## src/rtl/spi_pkg.sv

```systemverilog
// spi_pkg
//  Shared definitions for the SPI slave front end: default widths, the
//  command encoding carried in frame bits [9:8], and the controller state set.
package spi_pkg;

  localparam int unsigned FRAME_W_DEF = 10;  // cmd[9:8] + payload[7:0]
  localparam int unsigned DATA_W_DEF  = 8;   // MISO read byte
  localparam int unsigned CNT_W_DEF   = 4;   // bit counter, 2**CNT_W > FRAME_W

  // Frame command field; decoded by the RAM, only bit 9 matters here.
  typedef enum logic [1:0] {
    CMD_WR_ADDR = 2'b00,
    CMD_WR_DATA = 2'b01,
    CMD_RD_ADDR = 2'b10,
    CMD_RD_DATA = 2'b11
  } spi_cmd_e;

  typedef enum logic [2:0] {
    ST_IDLE      = 3'd0,
    ST_CHK_CMD   = 3'd1,
    ST_WRITE     = 3'd2,
    ST_READ_ADD  = 3'd3,
    ST_READ_DATA = 3'd4
  } spi_state_e;

endpackage

```

## src/rtl/spi_shift_reg.sv

```systemverilog
// spi_shift_reg
//  MSB-first shift register usable as SIPO (read o_data) or PISO (read
//  o_data[W-1]). A load arms a W-bit budget; each shift consumes one bit and
//  o_done rises once the budget is spent. Clear empties the register and
//  leaves it done.
// Ports
//  clk, rst_n   clock, asynchronous active-low reset
//  i_clr        zero data and budget (highest priority)
//  i_load       load i_load_data, budget = W
//  i_load_data  parallel load value
//  i_shift      shift left by one, i_ser_in enters at bit 0
//  i_ser_in     serial input
//  o_data       parallel contents (o_data[W-1] is the serial output)
//  o_done       budget exhausted
module spi_shift_reg #(
  parameter int unsigned W = 8
) (
  input  logic         clk,
  input  logic         rst_n,
  input  logic         i_clr,
  input  logic         i_load,
  input  logic [W-1:0] i_load_data,
  input  logic         i_shift,
  input  logic         i_ser_in,
  output logic [W-1:0] o_data,
  output logic         o_done
);

  localparam int unsigned CW = $clog2(W + 1);

  logic [W-1:0]  r_data;
  logic [CW-1:0] r_cnt;

  always_ff @(posedge clk or negedge rst_n) begin
    if (!rst_n) begin
      r_data <= '0;
      r_cnt  <= '0;
    end else if (i_clr) begin
      r_data <= '0;
      r_cnt  <= '0;
    end else if (i_load) begin
      r_data <= i_load_data;
      r_cnt  <= CW'(W);
    end else if (i_shift) begin
      r_data <= {r_data[W-2:0], i_ser_in};
      if (r_cnt != '0) begin
        r_cnt <= r_cnt - CW'(1);
      end
    end
  end

  assign o_data = r_data;
  assign o_done = (r_cnt == '0);

endmodule

```

## src/rtl/spi_slave_ctrl.sv

```systemverilog
// spi_slave_ctrl
//  SPI slave front end for the SPI RAM. Deserialises 10-bit MOSI frames,
//  strobes them to the RAM on rx_valid/rx_data, and for read-data frames
//  serialises the RAM's returned byte on MISO.
// Ports
//  clk       system clock, one SPI bit per rising edge
//  rst_n     asynchronous active-low reset
//  ss_n      slave select, active low; high aborts any frame
//  mosi      serial in, MSB first
//  miso      serial out, MSB first; 0 when not serialising
//  rx_data   captured frame, held between strobes
//  rx_valid  one-cycle strobe for a complete frame
//  tx_data   read byte from RAM
//  tx_valid  tx_data valid this cycle
module spi_slave_ctrl
  import spi_pkg::*;
#(
  parameter int unsigned FRAME_W = FRAME_W_DEF,
  parameter int unsigned DATA_W  = DATA_W_DEF,
  parameter int unsigned CNT_W   = CNT_W_DEF
) (
  input  logic               clk,
  input  logic               rst_n,
  input  logic               ss_n,
  input  logic               mosi,
  output logic               miso,
  output logic [FRAME_W-1:0] rx_data,
  output logic               rx_valid,
  input  logic [DATA_W-1:0]  tx_data,
  input  logic               tx_valid
);

  spi_state_e         r_state;
  logic [CNT_W-1:0]   r_bit_cnt;
  logic               r_rd_addr_ok;
  logic               r_rx_valid;
  logic [FRAME_W-1:0] r_rx_data;
  logic               r_frame_full;  // bit 0 captured, strobe due next edge
  logic               r_frame_sent;  // strobe issued, now holding / waiting
  logic               r_tx_latched;  // read byte taken, later tx_valid ignored

  logic               w_in_data;
  logic               w_rx_load;
  logic               w_rx_shift;
  logic               w_rx_done;
  logic [FRAME_W-1:0] w_rx_frame;
  logic               w_tx_clr;
  logic               w_tx_load;
  logic               w_tx_shift;
  logic               w_tx_done;
  logic [DATA_W-1:0]  w_tx_sreg;
  logic               w_unused_tx;

  always_comb begin
    w_in_data  = (r_state == ST_WRITE) || (r_state == ST_READ_ADD) ||
                 (r_state == ST_READ_DATA);
    // Receive register is emptied and armed on the IDLE->CHK_CMD edge so
    // bit 9 can shift straight in on the first CHK_CMD edge.
    w_rx_load  = (r_state == ST_IDLE) && !ss_n;
    w_rx_shift = !ss_n && ((r_state == ST_CHK_CMD) ||
                 (w_in_data && !r_frame_full && !r_frame_sent && !w_rx_done));
    w_tx_clr   = ss_n;
    w_tx_load  = !ss_n && (r_state == ST_READ_DATA) && r_frame_sent &&
                 !r_tx_latched && tx_valid;
    w_tx_shift = !ss_n && (r_state == ST_READ_DATA) && r_tx_latched && !w_tx_done;
  end

  spi_shift_reg #(.W(FRAME_W)) u_rx_sreg (
    .clk         (clk),
    .rst_n       (rst_n),
    .i_clr       (1'b0),
    .i_load      (w_rx_load),
    .i_load_data ('0),
    .i_shift     (w_rx_shift),
    .i_ser_in    (mosi),
    .o_data      (w_rx_frame),
    .o_done      (w_rx_done)
  );

  spi_shift_reg #(.W(DATA_W)) u_tx_sreg (
    .clk         (clk),
    .rst_n       (rst_n),
    .i_clr       (w_tx_clr),
    .i_load      (w_tx_load),
    .i_load_data (tx_data),
    .i_shift     (w_tx_shift),
    .i_ser_in    (1'b0),
    .o_data      (w_tx_sreg),
    .o_done      (w_tx_done)
  );

  always_ff @(posedge clk or negedge rst_n) begin
    if (!rst_n) begin
      r_state      <= ST_IDLE;
      r_bit_cnt    <= '0;
      r_rd_addr_ok <= 1'b0;
      r_rx_valid   <= 1'b0;
      r_rx_data    <= '0;
      r_frame_full <= 1'b0;
      r_frame_sent <= 1'b0;
      r_tx_latched <= 1'b0;
    end else begin
      r_rx_valid <= 1'b0;
      if (ss_n) begin
        // Abort wins over any in-flight bit; rd_addr_ok is left untouched.
        r_state      <= ST_IDLE;
        r_frame_full <= 1'b0;
        r_frame_sent <= 1'b0;
        r_tx_latched <= 1'b0;
      end else begin
        case (r_state)
          ST_IDLE: begin
            r_state      <= ST_CHK_CMD;
            r_frame_full <= 1'b0;
            r_frame_sent <= 1'b0;
            r_tx_latched <= 1'b0;
          end
          ST_CHK_CMD: begin
            r_bit_cnt <= CNT_W'(FRAME_W - 2);
            if (!mosi) begin
              r_state <= ST_WRITE;
            end else if (r_rd_addr_ok) begin
              r_state <= ST_READ_DATA;
            end else begin
              r_state <= ST_READ_ADD;
            end
          end
          default: begin
            if (w_rx_shift) begin
              if (r_bit_cnt == '0) begin
                r_frame_full <= 1'b1;
              end else begin
                r_bit_cnt <= r_bit_cnt - CNT_W'(1);
              end
            end else if (r_frame_full) begin
              r_frame_full <= 1'b0;
              r_frame_sent <= 1'b1;
              r_rx_valid   <= 1'b1;
              r_rx_data    <= w_rx_frame;
              if (r_state == ST_READ_ADD) begin
                r_rd_addr_ok <= 1'b1;
              end else if (r_state == ST_READ_DATA) begin
                r_rd_addr_ok <= 1'b0;
              end
            end else if (w_tx_load) begin
              r_tx_latched <= 1'b1;
            end
          end
        endcase
      end
    end
  end

  assign rx_valid = r_rx_valid;
  assign rx_data  = r_rx_data;
  // MISO is the transmit register MSB gated by its remaining-bit budget, so
  // it drops to 0 on abort, after the last bit and asynchronously on reset.
  assign miso        = !w_tx_done && w_tx_sreg[DATA_W-1];
  assign w_unused_tx = ^w_tx_sreg[DATA_W-2:0];

endmodule

```

## config.mk

```make
export PLATFORM = sky130hd
export DESIGN_NAME = spi_slave_ctrl
export DESIGN_NICKNAME = d
export VERILOG_FILES = /design/src/rtl/spi_pkg.sv /design/src/rtl/spi_shift_reg.sv /design/src/rtl/spi_slave_ctrl.sv
export SDC_FILE = /design/constraint.sdc
export NUM_CORES = 1
export LEC_CHECK = 0
export BUFFER_PORTS_ARGS = -buffer_cell sky130_fd_sc_hd__buf_2
export CELL_PAD_IN_SITES_DETAIL_PLACEMENT = 2
export CELL_PAD_IN_SITES_GLOBAL_PLACEMENT = 2
export CORE_MARGIN = 1.5
export CORE_UTILIZATION = 41
export CTS_CLUSTER_DIAMETER = 200
export DETAILED_ROUTE_END_ITERATION = 10
export PLACE_DENSITY = 0.9
export SLEW_MARGIN = 20
export SYNTH_ARGS = -nofsm -noshare
export SYNTH_HDL_FRONTEND = slang
export SYNTH_SLANG_ARGS = --single-unit
```

## constraint.sdc

```tcl
create_clock -name clk -period 4 [get_ports clk]
set_clock_uncertainty 0.2 [all_clocks]
set_input_delay 0.8 -clock clk [delete_from_list [all_inputs] [get_ports clk]]
set_output_delay 0.8 -clock clk [all_outputs]
set_load 0.005 [all_outputs]
```

# [Word-level counts from Yosys, hierarchy flattened]
# Cells that the tools add are included.
[totals] mem_bits_ro=0 reg_bits=48 memories=0 out_inout_bits=12 latch_bits=0 ramBits=0 inputBits=13
[op_classes] magnitude_cmp=0 add_sub_neg=3 bitwise_logic=4 muxes=38 n_shift=0 n_reduce_logical=45 n_eq_ne=9 div_mod_pow=0 multipliers=0
[op_table] op="$mux W4" count=9
[op_table] op="$mux W8" count=3
[op_table] op="$mux W10" count=2
[op_table] op="$mux W1" count=16
[op_table] op="$reduce_bool A3 Y1" count=5
[op_table] op="$logic_and A1 B1 Y1" count=12
[op_table] op="$logic_not A4 Y1" count=3
[op_table] op="$reduce_and A4 Y1" count=3
[op_table] op="$sub A4 B1 Y4 const B" count=3
[op_table] op="$mux W3" count=3
[op_table] op="$pmux W4 S2" count=1
[op_table] op="$reduce_bool A2 Y1" count=4
[op_table] op="$reduce_bool A4 Y1" count=2
[op_table] op="$eq A3 B2 Y1 const B" count=2
[op_table] op="$logic_not A1 Y1" count=6
[op_table] op="$pmux W1 S2" count=3
[op_table] op="$pmux W3 S2" count=1
[op_table] op="$reduce_and A2 Y1" count=3
[op_table] op="$reduce_and A5 Y1" count=1
[op_table] op="$ne A2 B2 Y1 const B" count=2
[op_table] op="$ne A4 B4 Y1 const B" count=1
[op_table] op="$not A1 Y1" count=4
[op_table] op="$eq A3 B1 Y1 const B" count=1
[op_table] op="$eq A3 B3 Y1 const B" count=1
[op_table] op="6 further kinds" count=8

# [Logic depth before layout (Yosys ltp)]
# Gate-level depths: netlist (run 1).
[logic_depth] word_depth=11 depth_mapped=7 mapped_depth_nobuf=6

# [Modules after synthesis]
# Synthesis (run 1) repeated with hierarchy kept, for this count alone.
[unflattened] hier_cells=238 hier_area_um2=2488.6
[modules_own_cells] module="spi_slave_ctrl" instances=1 cells_each=98 area_per_inst_um2=1066.0 seq_area_each_um2=550.5
[modules_own_cells] module="spi_shift_reg (u_rx_sreg)" instances=1 cells_each=80 area_per_inst_um2=765.7 seq_area_each_um2=350.3
[modules_own_cells] module="spi_shift_reg (u_tx_sreg)" instances=1 cells_each=60 area_per_inst_um2=656.9 seq_area_each_um2=300.3

# [Worst setup path after synthesis (run 1)]
# OpenSTA, ideal clock, no wires.
[synth_path] path_type="in2reg" from="input ss_n" to="register u_tx_sreg.r_cnt[1]" t_arrival_ps=2117 setup_slack_ps=1572 path_stages=6 cell_sequence="buf_6 > or4b_4 > buf_6 > nor3_4 > nor2_2 > a2111oi_2"
[synth_between] elab_chain_cells=7 elab_cells_between_ends=12 cone_classes="mux: 2; reduce/logical: 10"
[synth_rtl] element="start: declaration" line="spi_slave_ctrl.sv:24" rtl="input logic ss_n,"
[synth_rtl] element="$logic_not A1 Y1" line="spi_slave_ctrl.sv:63, spi_slave_ctrl.sv:65"
[synth_rtl] element="$logic_and A1 B1 Y1" line="spi_slave_ctrl.sv:63, spi_slave_ctrl.sv:65"
[synth_rtl] element="$logic_and A1 B1 Y1 (2 in a row)" line="spi_slave_ctrl.sv:63" rtl="w_tx_load = !ss_n && (r_state == ST_READ_DATA) && r_frame_sent &&"
[synth_rtl] element="$logic_and A1 B1 Y1" line="spi_slave_ctrl.sv:64" rtl="!r_tx_latched && tx_valid;"
[synth_rtl] element="$reduce_bool A3 Y1 (no source line) or $mux W4 (tied branches)"
[synth_rtl] element="$reduce_and A2 Y1 (no source line) or $mux W4 (tied branches)"
[synth_rtl] element="end signal: assignment" line="spi_shift_reg.sv:43" rtl="r_cnt <= CW'(W);"
[synth_rtl] element="end signal: assignment" line="spi_shift_reg.sv:47" rtl="r_cnt <= r_cnt - CW'(1);"
[synth_rtl] element="end: declaration" line="spi_shift_reg.sv:32" rtl="logic [CW-1:0] r_cnt;"
# Several ways; a longest one is shown, not always the timed one.
# A chain may end at the register's enable or synchronous reset.

# [Worst setup path after layout (run 1)]
[layout_path] from="register u_tx_sreg.r_cnt[0]" to="output miso"
[layout_between] elab_chain_cells=3
[layout_rtl] element="$logic_not A4 Y1" line="spi_shift_reg.sv:53" rtl="assign o_done = (r_cnt == '0);"
[layout_rtl] element="$logic_not A1 Y1" line="spi_slave_ctrl.sv:158" rtl="assign miso = !w_tx_done && w_tx_sreg[DATA_W-1];"
[layout_rtl] element="$logic_and A1 B1 Y1" line="spi_slave_ctrl.sv:158"
[layout_rtl] element="end: declaration" line="spi_slave_ctrl.sv:26" rtl="output logic miso,"
# Every way passes these cells.

==> impl_metrics.env, run 1 <==
export IMPL_area_delta_synth_final_pct=10.78
export IMPL_ys_async_sr_fraction_pct=100.0
export IMPL_rsz0062_at_grt="no"
export IMPL_port_buffers=24
export IMPL_slowest_stage="or3b_2"
export IMPL_die_y_um=79.73
export IMPL_grtUsageTotal_pct=21.41
export IMPL_postCtsHoldBufs=0
export IMPL_drive_gt1_share_pct=25.79
export IMPL_synth_fa_ha_area_share_pct=2.074
export IMPL_setup_slack_ns=1.227
export IMPL_final_common_cell="dfrtp_1"
export IMPL_rows=27
export IMPL_power_frac_seq_pct=53.1
export IMPL_antenna_left=0
export IMPL_core_area_um2=5608
export IMPL_crit_path_start_kind="register"
export IMPL_num_vias=1907
export IMPL_grt_start_max_net_pins=49
export IMPL_placed_cells=316
export IMPL_internal_power_mw=0.7420
export IMPL_yosys_warnings=0
export IMPL_ys_types=50
export IMPL_ys_top_cells_by_area="dfrtp_1 50%, mux2_2 7.9%, a21oi_1 5.4%, o21ai_0 4.8%, nand3_1 4.6%"
export IMPL_clkTransAtPathRegs_ns=0.09
export IMPL_via_per_inst=5.886
export IMPL_dp_hpwl_mm=4.347
export IMPL_hold_path_class="primary input to asynchronous set/reset pin"
export IMPL_endpoint_kind="primary output"
export IMPL_synth_top_family_by_area="compound AO/OA/AOI/OAI gates"
export IMPL_holdWs_ns=0.3060
export IMPL_post_route_util_pct=47.68
export IMPL_die_w_um=79.73
export IMPL_setup_viol=0
export IMPL_p_per_area_nw_per_um2=408.4
export IMPL_die_area_um2=6356
export IMPL_p_sw_share_pct=32.06
export IMPL_setup_tns_ns=0
export IMPL_synth_net_count=249
export IMPL_place_congestion=0.7540
export IMPL_final_cell_mix="48 x dfrtp_1, 26 x a21oi_1, 23 x o21ai_0, 23 x buf_2, 22 x nand3_1"
export IMPL_worstMarginPinSlew_ns=1.089
export IMPL_first_global_vias=2102
export IMPL_final_cell_area_um2=2674
export IMPL_avgSynthCellArea_um2=10.40
export IMPL_worstPathArrival_ns=1.77
export IMPL_cts_resized=0
export IMPL_multi_input_area_um2=1115
export IMPL_critical_path_top_delay_family="simple AND/OR/NAND/NOR gates"
export IMPL_total_power_mw=1.092
export IMPL_clock_latency_ns=0.31
export IMPL_slowest_delay_ns=0.48
export IMPL_max_cap_violations=0
export IMPL_cts_root_buffer="clkbuf_8"
export IMPL_dp_slack_ns=1.089
export IMPL_seq_area_um2=1201
export IMPL_synth_compound_area_share_pct=17.42
export IMPL_period_minus_slack_ns=2.773
export IMPL_fin_nets=268
export IMPL_slew_headroom_pct=27.09
export IMPL_synth_area_um2=2414
export IMPL_drtPass1Iterations=4
export IMPL_numCtsBuffers=5
export IMPL_place_area_um2=2579
export IMPL_routed_wirelength_mm=6.164
export IMPL_vdd_drop_max_mv=0.2077
export IMPL_cp_num_buf_inv=2
export IMPL_grt_pass1_wl_mm=10.47
export IMPL_netlist_instances=232
export IMPL_clockBufferDepth=2
export IMPL_synth_ff_latch_count=48
export IMPL_timing_final_crit_share_pct=69.32
export IMPL_avgRoutedWirePerCell_um=19.02
export IMPL_gr_total_overflow=0
export IMPL_clkPwrFrac_pct=27.1
export IMPL_synth_top_area_share_pct=49.77
export IMPL_slew_viol_final=0
export IMPL_hold_viol=0
export IMPL_cp_max_fo=4
export IMPL_status="finished clean"
export IMPL_start_util_pct=43.04
export IMPL_clock_fmax_mhz=360.7
export IMPL_synth_xor_xnor_area_share_pct=0.7258
export IMPL_clkSinkCount=48
export IMPL_drt_iter0_markers=122
export IMPL_postCtsSetupRepairBufs=0
export IMPL_yosys_area_top_type="dfrtp_1"
export IMPL_diodes=0
export IMPL_p_sw_mw=0.3501
export IMPL_critPathRequiredTime_ns=3.00
export IMPL_synthFlopType="dfrtp_1"
export IMPL_cts_tree="yes"
export IMPL_synth_edf_count=0
export IMPL_stdcell_count=324
export IMPL_drc=0
export IMPL_pin_count=25
export IMPL_antenna_found_initial=0
export IMPL_path_class="register to primary output"
export IMPL_synthSimpleGateAreaFrac_pct=17.31
export IMPL_power_frac_comb_pct=19.8
export IMPL_muxShareOfSynthArea_pct=7.932
export IMPL_p_leak_nw=1.207
export IMPL_yosysSeqAreaShare_pct=49.77
export IMPL_path_cells="inv_1, ha_1, or3b_2, and2_1, buf_2"
export IMPL_htreeDepth=2
export IMPL_fill_cells=610
-- layout make-up --
type	instances	share of cell area, %
Sequential cell	48	44.92
Multi-Input combinational cell	160	41.69
Timing Repair Buffer	26	5.147
Clock buffer	5	2.574
Tap cell	72	3.369
Clock inverter	3	0.8891
Inverter	10	1.404
-- cell usage after synthesis, types with 3 or more instances --
cell and count:
nor2_1 10, dfrtp_1 48, nand2_1 7, mux2_2 17
nand3_1 22, clkbuf_1 6, ha_1 4, nor3b_1 4
o21ai_0 23, nor3_1 5, or3b_2 3, a21oi_1 26
buf_2 5, inv_1 10
-- layer usage --
metal,track usage [%],routed length [µm],vias to the layer above
met5,0,0,-
met4,4.211,48,0
met2,40.51,3412,19
li1,-,-,883
met3,4.114,130,6
met1,24.89,2572,999
-- power by group through the flow --
stage | Clock (mW) | Combinational [mW] | Sequential [mW]
global route | 0.324 | 0.242 | 0.585
detailed placement | 0 | 0.217 | 0.588
global placement | 0 | 0.196 | 0.581
CTS | 0.307 | 0.221 | 0.580
floorplan | 0 | 0.156 | 0.566
finish | 0.296 | 0.216 | 0.580
-- worst paths after layout --
kind | endpoint | slack [ns] | cells past startpoint | startpoint
min in group clk | u_tx_sreg.o_data[7] | 0.31 | 1 | u_tx_sreg.o_data[7]
hold / removal | u_tx_sreg.o_data[7] | 0.31 | 1 | rst_n
setup reg to reg | rx_data[9] | 1.45 | 3 | r_state[1]
setup / recovery | miso | 1.23 | 5 | u_tx_sreg.r_cnt[0]
hold reg to reg | u_tx_sreg.o_data[7] | 0.31 | 1 | u_tx_sreg.o_data[7]
max in group asynchronous | rx_data[8] | 2.88 | 1 | rst_n
-- sequential cells by signal (all words and copies together) (netlist names) --
register	flops
r_bit_cnt	4
r_frame_full	1
r_frame_sent	1
r_rd_addr_ok	1
r_state	3
r_tx_latched	1
rx_data	10
rx_valid	1
u_rx_sreg.o_data	10
u_rx_sreg.r_cnt	4
u_tx_sreg.o_data	8
u_tx_sreg.r_cnt	4
-- cells by family after synthesis --
| group | count (synthesis) |
|---|---|
| AND/OR/NAND/NOR | 69 |
| AO/OA/AOI/OAI | 68 |
| flip-flops | 48 |
| buffers and inverters | 24 |
| multiplexers | 17 |
| adder cells (fa/ha/maj) | 4 |
| XOR/XNOR | 2 |
Power figures use the tool's default switching activity.
==> inputs of run 2 (changes only) <==
--- a/config.mk
+++ b/config.mk
@@ -5,14 +5,15 @@
 export SDC_FILE = /design/constraint.sdc
 export NUM_CORES = 1
 export LEC_CHECK = 0
+export ABC_AREA = 1
 export BUFFER_PORTS_ARGS = -buffer_cell sky130_fd_sc_hd__buf_2
 export CELL_PAD_IN_SITES_DETAIL_PLACEMENT = 2
 export CELL_PAD_IN_SITES_GLOBAL_PLACEMENT = 2
 export CORE_MARGIN = 1.5
-export CORE_UTILIZATION = 41
+export CORE_UTILIZATION = 35
 export CTS_CLUSTER_DIAMETER = 200
 export DETAILED_ROUTE_END_ITERATION = 10
-export PLACE_DENSITY = 0.9
+export PLACE_DENSITY = 0.83
 export SLEW_MARGIN = 20
 export SYNTH_ARGS = -nofsm -noshare
 export SYNTH_HDL_FRONTEND = slang
==> constraint.sdc (replaced) <==
create_clock -name clk -period 2.8 [get_ports clk]
set_clock_uncertainty 0.2 [all_clocks]
set_input_delay 0.56 -clock clk [delete_from_list [all_inputs] [get_ports clk]]
set_output_delay 0.56 -clock clk [all_outputs]
set_load 0.005 [all_outputs]
==> run 2 against run 1 <==
Against the previous run: die area rose by 12%; synthesized cell count rose by 13%; register-to-register slack got worse by 0.81 ns; critical endpoint is now r_rd_addr_ok; largest cell class unchanged.
==> impl_metrics.env, run 2 <==
export IMPL_status="finished clean"
export IMPL_die_area_um2=7117
export IMPL_synth_net_count=279
export IMPL_htreeDepth=2
export IMPL_rows=29
export IMPL_cp_max_fo=22
export IMPL_critPathRequiredTime_ns=2.79
export IMPL_via_per_inst=4.978
export IMPL_pin_count=25
export IMPL_antenna_found_initial=0
export IMPL_yosys_area_top_type="dfrtp_1"
export IMPL_place_congestion=0.8499
export IMPL_cp_num_buf_inv=0
export IMPL_critical_path_top_delay_family="simple AND/OR/NAND/NOR gates"
export IMPL_clock_fmax_mhz=463.9
export IMPL_slowest_stage="nand4_2"
export IMPL_postCtsSetupRepairBufs=0
export IMPL_netlist_instances=262
export IMPL_yosysSeqAreaShare_pct=51.84
export IMPL_clkSinkCount=48
export IMPL_final_cell_area_um2=2564
export IMPL_slowest_delay_ns=0.45
export IMPL_ys_top_cells_by_area="dfrtp_1 52%, nand2_1 11%, inv_1 5.5%, o21ai_0 4.3%, nand3_1 3.2%"
export IMPL_p_leak_nw=1.285
export IMPL_synth_area_um2=2317
export IMPL_slew_headroom_pct=57.22
export IMPL_drive_gt1_share_pct=19.38
export IMPL_dp_hpwl_mm=4.183
export IMPL_final_common_cell="nand2_1"
export IMPL_cts_resized=0
export IMPL_grtUsageTotal_pct=17.16
export IMPL_yosys_warnings=0
export IMPL_fin_nets=305
export IMPL_antenna_left=0
export IMPL_hold_path_class="primary input to asynchronous set/reset pin"
export IMPL_clock_latency_ns=0.31
export IMPL_setup_tns_ns=0
export IMPL_cts_root_buffer="clkbuf_8"
export IMPL_hold_viol=0
export IMPL_ys_types=27
export IMPL_path_cells="nor2_2, nand2_1, nand3_1, nand4_2, o21bai_1, nand2_1"
export IMPL_total_power_mw=2.163
export IMPL_grt_pass1_wl_mm=9.742
export IMPL_setup_viol=0
export IMPL_avgRoutedWirePerCell_um=15.23
export IMPL_max_cap_violations=0
export IMPL_core_area_um2=6386
export IMPL_synth_top_area_share_pct=51.84
export IMPL_synth_ff_latch_count=48
export IMPL_drc=0
export IMPL_slew_viol_final=0
export IMPL_die_y_um=84.37
export IMPL_worstMarginPinSlew_ns=0.6417
export IMPL_ys_async_sr_fraction_pct=100.0
export IMPL_synth_commonest_cells="69 x nand2_1, 48 x dfrtp_1, 34 x inv_1, 20 x o21ai_0, 15 x nand3_1"
export IMPL_place_area_um2=2466
export IMPL_synth_edf_count=0
export IMPL_final_cell_mix="69 x nand2_1, 48 x dfrtp_1, 34 x inv_1, 24 x buf_2, 20 x o21ai_0"
export IMPL_avgSynthCellArea_um2=8.844
export IMPL_drt_iter0_markers=66
export IMPL_port_buffers=24
export IMPL_endpoint_kind="register"
export IMPL_p_per_area_nw_per_um2=843.9
export IMPL_num_vias=1822
export IMPL_drtPass1Iterations=4
export IMPL_path_class="register to register"
export IMPL_diodes=0
export IMPL_numCtsBuffers=5
export IMPL_clkTransAtPathRegs_ns=0.10
export IMPL_vdd_drop_max_mv=0.3451
export IMPL_synthFlopType="dfrtp_1"
export IMPL_start_util_pct=36.29
export IMPL_rsz0062_at_grt="no"
export IMPL_first_global_vias=2021
export IMPL_crit_top_cell="nand2_1"
export IMPL_crit_path_start_kind="register"
export IMPL_clockBufferDepth=2
export IMPL_grt_start_max_net_pins=29
export IMPL_timing_final_crit_share_pct=76.99
export IMPL_cts_tree="yes"
export IMPL_die_w_um=84.37
export IMPL_routed_wirelength_mm=5.574
export IMPL_gr_total_overflow=0
export IMPL_synth_most_common_cell="nand2_1"
export IMPL_period_minus_slack_ns=2.156
export IMPL_rrSetupSlack_ns=0.64
export IMPL_postCtsHoldBufs=0
export IMPL_worstPathArrival_ns=2.14
export IMPL_area_delta_synth_final_pct=10.64
-- run 2: logic make-up (layout without fill, tap and decap cells) --
kind of cell,Yosys count,count (layout),synth area share (%)
xor+xnor,4,4,1.512
simple gates,114,114,23.54
buf+inv,46,73,10.10
compound gates,46,46,10.85
flops,48,48,51.84
fa+ha+maj,4,4,2.160
-- run 2: layout make-up --
class / count / area [µm²]
Clock buffer: 6 / 82.58
Sequential cell: 48 / 1201
Multi-Input combinational cell: 168 / 882.1
Tap cell: 77 / 96.34
Inverter: 39 / 151.4
Timing Repair Buffer: 26 / 135.1
Fill cell: 736 / 3822
Clock inverter: 2 / 15.01
-- run 2: final timing paths --
check,from,end,cells after the start
worst max-delay path,r_state[1],r_rd_addr_ok,6
max in group asynchronous,rst_n,r_bit_cnt[2],2
worst min register to register,rx_data[3],rx_data[3],2
min in group clk,tx_data[0],u_tx_sreg.o_data[0],3
worst min-delay path,rst_n,u_tx_sreg.o_data[0],1
worst max register to register,r_state[1],r_rd_addr_ok,6
-- run 2: power by group --
| group | switching [mW] | internal (mW) |
|---|---|---|
| sequential | 0.0982 | 0.842 |
| clock | 0.246 | 0.200 |
| combinational | 0.522 | 0.255 |
| total | 0.866 | 1.30 |
-- run 2: per-layer routing --
| metal | share of wire, % | track usage, % |
|---|---|---|
| met2 | 51 | 30.11 |
| met5 | 0 | 0 |
| met3 | 2.4 | 3.245 |
| met1 | 46 | 21.67 |
| met4 | 1.2 | 4.839 |
-- run 2: through the flow --
step | worst slack (ns) | hold WS (ns) | std cells | util, %
after floorplan | 1.056 | 0.06441 | 262 | -
after global placement | 0.6396 | 0.2659 | 358 | 38.62
after detailed placement | 0.5751 | 0.2697 | 358 | 38.62
after CTS | 0.6053 | 0.08191 | 366 | 40.14
after global routing | 0.4267 | 0.1137 | 366 | 40.14
final | 0.6444 | 0.05702 | 366 | 40.14
==> inputs of run 3 (changes only) <==
==> constraint.sdc (replaced) <==
create_clock -name clk -period 2.05 [get_ports clk]
set_clock_uncertainty 0.2 [all_clocks]
set_input_delay 0.41 -clock clk [delete_from_list [all_inputs] [get_ports clk]]
set_output_delay 0.41 -clock clk [all_outputs]
set_load 0.005 [all_outputs]
==> run 3 against run 2 <==
Against the previous run: combinational power grew 43%; non-clock buffer count increased by 4; power up 44%; die area is the same; sequential cell count is the same; hold slack improved by 0.060 ns; critical path type is now register to primary output; clock power grew 62%; clock-buffer cell count down 1; global-route usage is 0.13 points lower.
==> impl_metrics.env, run 3 (synthesis results as in run 2) <==
export IMPL_status="finished clean"
export IMPL_post_route_util_pct=41.36
export IMPL_critPathRequiredTime_ns=1.44
export IMPL_path_class="register to primary output"
export IMPL_p_leak_nw=1.327
export IMPL_antenna_left=0
export IMPL_die_area_um2=7117
export IMPL_worstMarginPinSlew_ns=0.5388
export IMPL_setup_viol=0
export IMPL_clkSinkCount=48
export IMPL_clkPwrFrac_pct=23.1
export IMPL_start_util_pct=36.29
export IMPL_p_sw_share_pct=38.78
export IMPL_rows=29
export IMPL_die_w_um=84.37
export IMPL_core_area_um2=6386
export IMPL_rsz0062_at_grt="no"
export IMPL_power_frac_seq_pct=41.5
export IMPL_antenna_found_initial=0
export IMPL_p_per_area_nw_per_um2=1182
export IMPL_power_frac_comb_pct=35.4
export IMPL_die_y_um=84.37
export IMPL_drive_gt1_share_pct=20.82
export IMPL_fill_cells=711
export IMPL_pin_count=25
export IMPL_period_minus_slack_ns=1.900
export IMPL_htreeDepth=2
export IMPL_via_per_inst=5.011
export IMPL_final_cell_mix="69 x nand2_1, 48 x dfrtp_1, 33 x inv_1, 24 x buf_2, 20 x o21ai_0"
export IMPL_worstPathArrival_ns=1.29
export IMPL_place_congestion=0.7807
export IMPL_grt_pass1_wl_mm=9.701
export IMPL_area_delta_synth_final_pct=13.98
export IMPL_hold_viol=0
export IMPL_max_cap_violations=0
export IMPL_grt_start_max_net_pins=29
export IMPL_placed_cells=361
export IMPL_timing_final_crit_share_pct=92.70
export IMPL_cts_root_buffer="clkbuf_8"
export IMPL_grtUsageTotal_pct=17.03
export IMPL_drt_iter0_markers=51
export IMPL_clock_fmax_mhz=526.2
export IMPL_cts_tree="yes"
export IMPL_clockBufferDepth=2
export IMPL_drc=0
export IMPL_slew_viol_final=0
export IMPL_crit_path_start_kind="register"
export IMPL_fin_nets=309
export IMPL_avgRoutedWirePerCell_um=15.32
export IMPL_total_power_mw=3.122
export IMPL_numCtsBuffers=5
export IMPL_cp_max_fo=4
export IMPL_gr_total_overflow=0
export IMPL_stdcell_count=370
export IMPL_dp_hpwl_mm=4.199
export IMPL_setup_tns_ns=0
export IMPL_p_sw_mw=1.211
export IMPL_vdd_drop_max_mv=0.4466
export IMPL_clock_latency_ns=0.31
export IMPL_drtPass1Iterations=4
export IMPL_internal_power_mw=1.911
export IMPL_num_vias=1854
export IMPL_port_buffers=24
export IMPL_final_common_cell="nand2_1"
export IMPL_slew_headroom_pct=64.08
export IMPL_endpoint_kind="primary output"
export IMPL_routed_wirelength_mm=5.667
export IMPL_diodes=0
export IMPL_holdWs_ns=0.1169
export IMPL_first_global_vias=2032
export IMPL_postCtsSetupRepairBufs=0
export IMPL_clkTransAtPathRegs_ns=0.10
export IMPL_hold_path_class="primary input to register"
[run 3: changes by cell type in the layout (fill, tap and decap cells not counted), sizes merged]
cell,previous run,this run
buf,26,29
bufinv,0,1
clkbuf,6,5
clkinvlp,2,1
dlygate4sd3,0,1
inv,39,40
[run 3: timing repair]
action,CTS,global route
hold buffers,1,0
endpoints found under the setup margin,0,1
endpoints found under the hold margin,20,0
resized for setup,0,2
[run 3: stage by stage]
step | worst slack [ns] | area [µm²]
floorplan | 0.4561 | 2317
global placement | 0.2267 | 2514
detailed placement | 0.1808 | 2514
CTS | 0.03244 | 2639
global route | 0.03467 | 2641
finish | 0.1496 | 2641
[run 3: final timing paths]
check	from	endpoint	slack (ns)	depth (start not counted)
max in group asynchronous	rst_n	u_rx_sreg.r_cnt[1]	0.71	3
min reg2reg	rx_data[3]	rx_data[3]	0.29	2
min	tx_data[0]	u_tx_sreg.o_data[0]	0.12	3
min in group asynchronous	rst_n	u_tx_sreg.o_data[0]	0.41	2
max reg2reg	r_state[1]	u_rx_sreg.o_data[2]	0.19	8
max	u_tx_sreg.r_cnt[1]	miso	0.15	6
[run 3: critical path, cell delays in order (launching register included)]
cell and delay, ns:
dfrtp_1 0.37, inv_1 0.11, ha_1 0.16, nand2_1 0.06, nor2_2 0.13, nor2_1 0.05
buf_2 0.12
[run 3: layout make-up]
cell class	instances	area, µm²	share of cell area, %
well taps	77	96.34	3.648
clock buffers	5	68.82	2.605
multi-input cells	168	884.6	33.49
repair buffers	30	192.7	7.295
flip-flops and latches	48	1201	45.48
inverters	39	151.4	5.732
clock inverters	3	46.29	1.753
[run 3: power groups by stage]
stage	Combinational, mW	Clock (mW)	Sequential (mW)
2_1_floorplan	0.794	0	1.28
3_5_place_dp	1.10	0	1.31
5_1_grt	1.27	0.777	1.33
4_1_cts	1.13	0.746	1.30
6_report	1.11	0.721	1.29
3_3_place_gp	1.05	0	1.29
[run 3: per-layer routing]
| metal | share of wire, % | wire (µm) | track usage (%) | up-vias |
|---|---|---|---|---|
| met3 | 1.9 | 109 | 3.245 | 5 |
| met2 | 52 | 2975 | 31.42 | 18 |
| li1 | - | - | - | 893 |
| met5 | 0 | 0 | 0 | - |
| met1 | 45 | 2533 | 20.50 | 938 |
| met4 | 0.85 | 48 | 3.959 | 0 |
